===== config.mk =====
export PLATFORM = sky130hd
export DESIGN_NAME = pipe_stage_reg
export DESIGN_NICKNAME = d
export VERILOG_FILES = /design/src/rtl/pipe_stage_reg.sv
export SDC_FILE = /design/constraint.sdc
export NUM_CORES = 1
export LEC_CHECK = 0
export ABC_CLOCK_PERIOD_IN_PS = 5870
export BUFFER_PORTS_ARGS = -buffer_cell sky130_fd_sc_hd__buf_2
export CORE_ASPECT_RATIO = 0.9
export CORE_MARGIN = 10
export CORE_UTILIZATION = 45
export DETAILED_ROUTE_END_ITERATION = 8
export PLACE_DENSITY = 0.83
export SLEW_MARGIN = 10
export SYNTH_ARGS = -nofsm -noshare
export SYNTH_HDL_FRONTEND = slang
export SYNTH_SLANG_ARGS = --single-unit

===== constraint.sdc =====
create_clock -name clk -period 5.87 [get_ports clk]
set_input_delay 0.587 -clock clk [delete_from_list [all_inputs] [get_ports clk]]
set_output_delay 0.587 -clock clk [all_outputs]
set_load 0.03 [all_outputs]

===== src/rtl/pipe_stage_reg.sv =====
// Parametrised inter-stage pipeline register: STAGES slots of {valid, ctrl, data}
// with stall, bubble and flush, plus a saturating bubble counter. Updates on the falling edge.
module pipe_stage_reg #(
    parameter int DATA_W     = 128,
    parameter int CTRL_W     = 9,
    parameter int STAGES     = 1,
    parameter int CLEAR_DATA = 1,
    parameter int CNT_W      = 16
) (
    input  logic              clk,
    input  logic              rst,
    input  logic              stall,
    input  logic              bubble,
    input  logic              flush,
    input  logic              in_valid,
    input  logic [CTRL_W-1:0] in_ctrl,
    input  logic [DATA_W-1:0] in_data,
    output logic              out_valid,
    output logic [CTRL_W-1:0] out_ctrl,
    output logic [DATA_W-1:0] out_data,
    output logic [CNT_W-1:0]  bubble_cnt,
    output logic              busy
);

    logic [STAGES-1:0] valid_q;
    logic [CTRL_W-1:0] ctrl_q [STAGES];
    logic [DATA_W-1:0] data_q [STAGES];
    logic [CNT_W-1:0]  cnt_q;
    logic              count_evt;

    // Priority is rst > flush > stall > bubble > advance; killed slots always get ctrl=0
    always_ff @(negedge clk or posedge rst) begin
        if (rst) begin
            valid_q <= '0;
            for (int s = 0; s < STAGES; s++) begin
                ctrl_q[s] <= '0;
                data_q[s] <= '0;
            end
        end else if (flush) begin
            valid_q <= '0;
            for (int s = 0; s < STAGES; s++) begin
                ctrl_q[s] <= '0;
                if (CLEAR_DATA != 0) begin
                    data_q[s] <= '0;
                end
            end
        end else if (!stall) begin
            for (int s = 1; s < STAGES; s++) begin
                valid_q[s] <= valid_q[s-1];
                ctrl_q[s]  <= ctrl_q[s-1];
                data_q[s]  <= data_q[s-1];
            end
            if (bubble) begin
                valid_q[0] <= 1'b0;
                ctrl_q[0]  <= '0;
                if (CLEAR_DATA != 0) begin
                    data_q[0] <= '0;
                end
            end else begin
                valid_q[0] <= in_valid;
                ctrl_q[0]  <= in_valid ? in_ctrl : '0;
                data_q[0]  <= (in_valid || CLEAR_DATA == 0) ? in_data : '0;
            end
        end
    end

    // A flush that coincides with a bubble is one inserted bubble, not two
    assign count_evt = flush || (bubble && !stall);

    always_ff @(negedge clk or posedge rst) begin
        if (rst) begin
            cnt_q <= '0;
        end else if (count_evt && (cnt_q != {CNT_W{1'b1}})) begin
            cnt_q <= cnt_q + CNT_W'(1);
        end
    end

    assign out_valid  = valid_q[STAGES-1];
    assign out_ctrl   = ctrl_q[STAGES-1];
    assign out_data   = data_q[STAGES-1];
    assign bubble_cnt = cnt_q;
    assign busy       = |valid_q;

    // An invalid slot must never carry live control bits downstream
    for (genvar s = 0; s < STAGES; s++) begin : g_inv
        a_ctrl_zero : assert property (@(negedge clk) disable iff (rst)
            (valid_q[s] || (ctrl_q[s] == '0)));
    end

endmodule


==> reports/qor.csv, run 1 <==
stage;metric;value;unit
yosys;synth_cells;384;
yosys;ys_warn_count;0;
setup_path;arrival;2.30;ns
job;drv_cap;0;
timing;slew_viol_final;0;
power_and_ir_drop;power_frac_clock;0.391;
clock_tree;clk_pin_slew;0.04;ns
layout;final_cell_mix;297 x buf_2, 154 x dfrtn_1, 137 x a22o_1, 17 x clkbuf_16, 13 x xor2_1;
global_route;grt_pass1_wl;27600;microns
place;hpwl;13200;microns
timing;tightest_slew;0.865;ns
floorplan;rows;38;
timing;rsz0062_at_grt;no;
setup_path;crit_chain;buf_2, nor2b_4, buf_4, a22o_1;
timing;finalSetupViolCount;0;
yosys;synthAdderAreaFrac;0.00222;
setup_path;crit_path_max_fanout;51;
yosys;seq_area_frac_synth;0.683;
setup_path;path_class;input port to flip-flop;
global_route;grt_pass1_vias;4870;
floorplan;core;12200;sq um
routing;first_iter_violations;285;
timing;hold_viol;0;
timing;slew_headroom;0.422;
power_and_ir_drop;leakagePower;4.43;nW
power_and_ir_drop;netSwitchingPower;780;uW
yosys;synth-xor-area-share;0.0202;
setup_path;cp-start-kind;input port;
power_and_ir_drop;internal-power;1.96;mW
power_and_ir_drop;p_seq_frac;0.449;
clock_tree;numCtsBuffers;17;
yosys;ys_ff_latch;154;
clock_tree;post_cts_buffers;0;
place;place_area;7290;sq um
layout;area_growth;39.5;%
place;io_buffers;297;
power_and_ir_drop;p_sw_frac;0.285;
setup_path;slowest_stage;nor2b_4;
clock_tree;clockRootBuffer;clkbuf_16;
layout;design_area;7870;sq um
yosys;synth_compound_area_frac;0.215;
layout;drive_gt1_frac;0.500;
routing;vias;4567;
floorplan;die_h;126;microns
clock_tree;clock_sinks;154;
yosys;synthDistinctLibCells;28;
routing;wl_per_cell;20.8;microns
setup_path;required;3.36;ns
clock_tree;clock_latency;0.39;ns
routing;viasPerCell;5.39;
timing;fin_tns_setup;0;ns
yosys;syn_avg_cell_area;14.7;sq um
place;gp_congestion;0.874;
clock_tree;cts_buffer_depth;2;
yosys;synthesis.nets;528;
global_route;grt_overflow;0;
timing;fin_skew;0.00147;ns
clock_tree;h-tree-depth;4;
routing;drc;0;
floorplan;die-area;17400;sq um
status;outcome;complete, no violations;
global_route;antenna_found_initial;1;
yosys;synthMuxAreaShare;0.00665;
layout;final_nets;820;
routing;drt_pass1_iterations;4;
yosys;synth_top_family_by_area;compound AO/OA/AOI/OAI gates;
floorplan;die_x;138;microns
clock_tree;cts_tree;built;
power_and_ir_drop;p_per_area;348;nW/um^2
floorplan;io_pins;298;
layout;antennaDiodeCount;0;
clock_tree;ctsHoldBuffers;0;
yosys;synth-simple-area-share;0.0472;
power_and_ir_drop;power_frac_comb;0.160;
floorplan;start_util;0.464;
layout;layout_commonest_cell;buf_2;
routing;drtAntennaViolNets;0;
power_and_ir_drop;irDropWorstVdd;247;uV
setup_path;end_kind;flip-flop;
yosys;synth_area;5640;sq um
clock_tree;cts_resized;0;
global_route;grt.total_usage;0.199;
min_path;hold_class;flip-flop to flip-flop;
global_route;grt_max_degree;74;
routing;drt_wl_total;17700;microns
setup_path;critPathMaxStageDelay;0.72;ns
==> power by group through the flow <==
stage                     sequential [mW]  combinational [mW]  clock, mW
final                                1.23               0.437       1.07
after CTS                            1.23               0.445       1.09
after global placement               1.24               0.434          0
after floorplan                      1.36               0.141          0
after detailed placement             1.24               0.443          0
after global routing                 1.24               0.468       1.14
==> critical path, delay by kind of cell <==
kind / cells / cell delay [ns]
AND/OR/NAND/NOR: 1 / 0.72
buffers and inverters: 2 / 0.70
AO/OA/AOI/OAI: 1 / 0.25
==> area by class of cell <==
cell class                 instances  area [sq um]
fill                             941          4300
tap                              160           200
sequential                       154          3850
inverter                           1          7.51
clock buffer                      24           492
clock inverter                     7          90.1
timing repair buffer             305          1570
multi-input combinational        197          1660
==> flip-flops by register name, summed over array words and instances (netlist names) <==
| name | cells |
|---|---|
| bubble_cnt | 16 |
| out_data | 128 |
| busy | 1 |
| out_ctrl | 9 |
==> through the flow <==
stage	power [mW]	util	instances	setup WS, ns	hold slack [ns]
after global routing	2.85	0.647	848	0.949	0.455
after detailed placement	1.69	0.599	817	0.696	0.446
final	2.74	0.647	848	1.06	0.444
after floorplan	1.51	-	384	0.519	0.583
after global placement	1.67	0.599	817	0.766	0.442
after CTS	2.77	0.647	848	1.11	0.449
==> path summary, 6_finish.rpt <==
check | start | to | slack (ns) | cells after the start
worst max register to register | bubble_cnt[0] | bubble_cnt[14] | 3.81 | 5
worst min register to register | out_data[114] | out_data[114] | 0.44 | 1
min in group asynchronous | rst | out_data[125] | 2.98 | 2
worst min-delay path | out_data[114] | out_data[114] | 0.44 | 1
worst max-delay path | stall | out_data[87] | 1.06 | 4
max in group asynchronous | rst | out_data[97] | 1.85 | 3
==> layer usage <==
metal	wire (microns)	track usage
met4	315	0.0750
met1	6970	0.229
met2	8930	0.330
met3	1440	0.0770
met5	0	0
==> synthesized netlist by cell type (all sizes together) <==
cell,n,area (sq um)
dfrtn,154,3850
a22o,137,1200
clkbuf,18,67.6
buf,14,72.6
xor2,13,114
nand2,8,30.0
nor4,8,65.1
nand4,6,58.8
nor3,6,30.0
mux2,3,37.5
nor2,3,13.8
nand3,2,10.0
nor2b,2,12.5
nor4b,2,17.5
a21o,1,7.51
and4,1,8.76
ha,1,12.5
inv,1,3.75
nand2b,1,6.26
nor3b,1,7.51
o21bai,1,7.51
or2,1,6.26
==> kinds of logic (layout without fill, tap and decap cells) <==
logic type / count (synthesis) / in the layout
AND/OR/NAND/NOR: 41 / 41
buffers and inverters: 33 / 337
XOR/XNOR: 13 / 13
flip-flops: 154 / 154
AO/OA/AOI/OAI: 139 / 139
adder cells (fa/ha/maj): 1 / 1
multiplexers: 3 / 3
(Power assumes the default switching activity.)
==> inputs of run 2 (changes only) <==
Settings changed: ABC_CLOCK_PERIOD_IN_PS 5870 to 4150, CORE_UTILIZATION 45 to 40, PLACE_DENSITY 0.83 to 0.78.
Clock period 5.87 ns to 4.15 ns, I/O delays scaled along.
==> reports/qor.csv, run 2 (synthesis results as in run 1) <==
stage;metric;value;unit;change
layout;layout_commonest_cell;buf_2;;
setup_path;path_class;flip-flop to output port;;
routing;wl_met3;1360;microns;-5.5%
job;drv_cap;0;;unchanged
setup_path;required;3.73;ns;+0.37 ns
routing;viasPerCell;5.11;;-5.1%
min_path;hp-start;out_data[18];;
floorplan;start_util;0.406;;-0.0577
setup_path;cp-start-kind;flip-flop;;
routing;vias;4549;;-0.39%
layout;final_cell_mix;297 x buf_2, 154 x dfrtn_1, 137 x a22o_1, 17 x clkbuf_16, 13 x xor2_1;;
setup_path;slowest_stage;dfrtn_1;;
timing;slew_viol_final;0;;unchanged
min_path;hold_class;flip-flop to flip-flop;;
layout;n_fill_cell;1174;;+25%
setup_path;arrival;3.29;ns;+0.99 ns
layout;design_area;8020;sq um;+1.9%
routing;wl_met2;8330;microns;-6.7%
power_and_ir_drop;p_per_area;480;nW/um^2;+38%
place;place_area;7450;sq um;+2.2%
routing;drt_pass1_iterations;4;;unchanged
floorplan;io_pins;298;;unchanged
global_route;antenna_found_initial;1;;unchanged
clock_tree;post_cts_buffers;0;;unchanged
place;io_buffers;297;;unchanged
setup_path;end_kind;output port;;
global_route;grt.total_usage;0.176;;-0.0225
timing;tightest_slew;0.858;ns;-0.00668 ns
layout;fin_util;0.577;;-0.0699
layout;largest_reg_flops;128;;unchanged
routing;first_iter_violations;211;;-26%
clock_tree;numCtsBuffers;17;;unchanged
floorplan;rows;41;;+7.9%
power_and_ir_drop;power.total;3.85;mW;+41%
setup_path;critPathMaxStageDelay;0.57;ns;-0.15 ns
setup_path;rrSetupSlack;2.14;ns;-1.67 ns
clock_tree;cts_resized;0;;unchanged
clock_tree;clock_latency;0.39;ns;about the same
global_route;grt_max_degree;84;;+14%
global_route;grt_pass1_vias;4970;;+2.1%
timing;finalSetupViolCount;0;;unchanged
layout;antennaDiodeCount;0;;unchanged
clock_tree;cts_tree;built;;
floorplan;die_h;133;microns;+5.1%
layout;drive_gt1_frac;0.508;;+0.00789
floorplan;die-area;19300;sq um;+11%
setup_path;reg2reg_from;bubble_cnt[0];;
setup_path;timing.critical_path.buf_inv;1;;-1
global_route;grt_pass1_wl;27600;microns;about the same
floorplan;core;13900;sq um;+14%
global_route;grt_overflow;0;;unchanged
routing;wl_per_cell;19.5;microns;-6.3%
floorplan;die_x;145;microns;+5.2%
timing;hold_ws;0.447;ns;+0.00220 ns
place;gp_congestion;0.793;;-9.3%
setup_path;crit_chain;buf_2;;
clock_tree;clockRootBuffer;clkbuf_16;;
layout;final_nets;829;;+1.1%
status;outcome;complete, no violations;;
setup_path;r2r_end;bubble_cnt[14];;
clock_tree;cts_buffer_depth;2;;unchanged
timing;rsz0062_at_grt;no;;
setup_path;worst-r2r-cell-count;5;;unchanged
routing;drt_wl_total;17400;microns;-1.6%
timing;hold_viol;0;;unchanged
min_path;hold_depth;1;;unchanged
routing;wl_met1;7350;microns;+5.5%
place;hpwl;13000;microns;-2.0%
power_and_ir_drop;irDropWorstVdd;254;uV;+2.8%
power_and_ir_drop;leakagePower;4.48;nW;+1.1%
setup_path;critPathTopFamily;flip-flops;;
clock_tree;clk_pin_slew;0.04;ns;about the same
min_path;hold_end;out_data[18];;
clock_tree;ctsHoldBuffers;0;;unchanged
setup_path;crit_path_max_fanout;6;;-88%
timing;slew_headroom;0.426;;+0.00356
layout;area_growth;42.2;%;
routing;drtAntennaViolNets;0;;unchanged
routing;drc;0;;unchanged
routing;highest_layer;met5;;
clock_tree;clock_sinks;154;;unchanged
timing;fin_skew;0.00593;ns;+0.00446 ns
clock_tree;h-tree-depth;4;;unchanged
-- run 2: worst max path at each step --
stage                   from             end  depth (start not counted)
6_report       bubble_cnt[7]   bubble_cnt[7]                          1
5_1_grt        bubble_cnt[7]   bubble_cnt[7]                          1
4_1_cts        bubble_cnt[7]   bubble_cnt[7]                          1
3_5_place_dp          bubble  bubble_cnt[14]                          5
3_3_place_gp          bubble  bubble_cnt[14]                          5
2_1_floorplan            rst   bubble_cnt[0]                          1
-- run 2: cell type report --
type                            instances  area, sq um  share of cell area
Timing Repair Buffer                  314         1690               0.211
Sequential cell                       154         3850               0.480
Multi-Input combinational cell        197         1660               0.207
Inverter                                1         7.51            0.000936
Clock buffer                           20          447              0.0557
Tap cell                              193          241              0.0301
Clock inverter                         11          124              0.0154
-- run 2: power breakdown --
group / internal [mW] / leakage, nW / switching (mW)
logic: 0.222 / 2.12 / 0.405
clock network: 0.897 / 0.272 / 0.589
registers: 1.61 / 2.09 / 0.125
-- run 2: per-stage QoR --
step	setup slack [ns]	std cells	setup TNS, ns
floorplan	-0.169	384	-26.06
global placement	0.213	859	0
detailed placement	0.187	859	0
CTS	0.438	890	0
global route	0.397	890	0
finish	0.443	890	0
-- run 2: worst register-to-register path, cell delays in order (launching register included) --
cell and delay (ns):
dfrtn_1 0.47, ha_1 0.18, nand3_1 0.16, or2_2 0.39, nor4b_1 0.28, mux2_2 0.37
-- run 2: routing by layer --
layer / vias to the layer above / track usage
li1: 2070 / -
met1: 2242 / 0.212
met2: 212 / 0.283
met3: 23 / 0.0682
met4: 2 / 0.0612
met5: - / 0
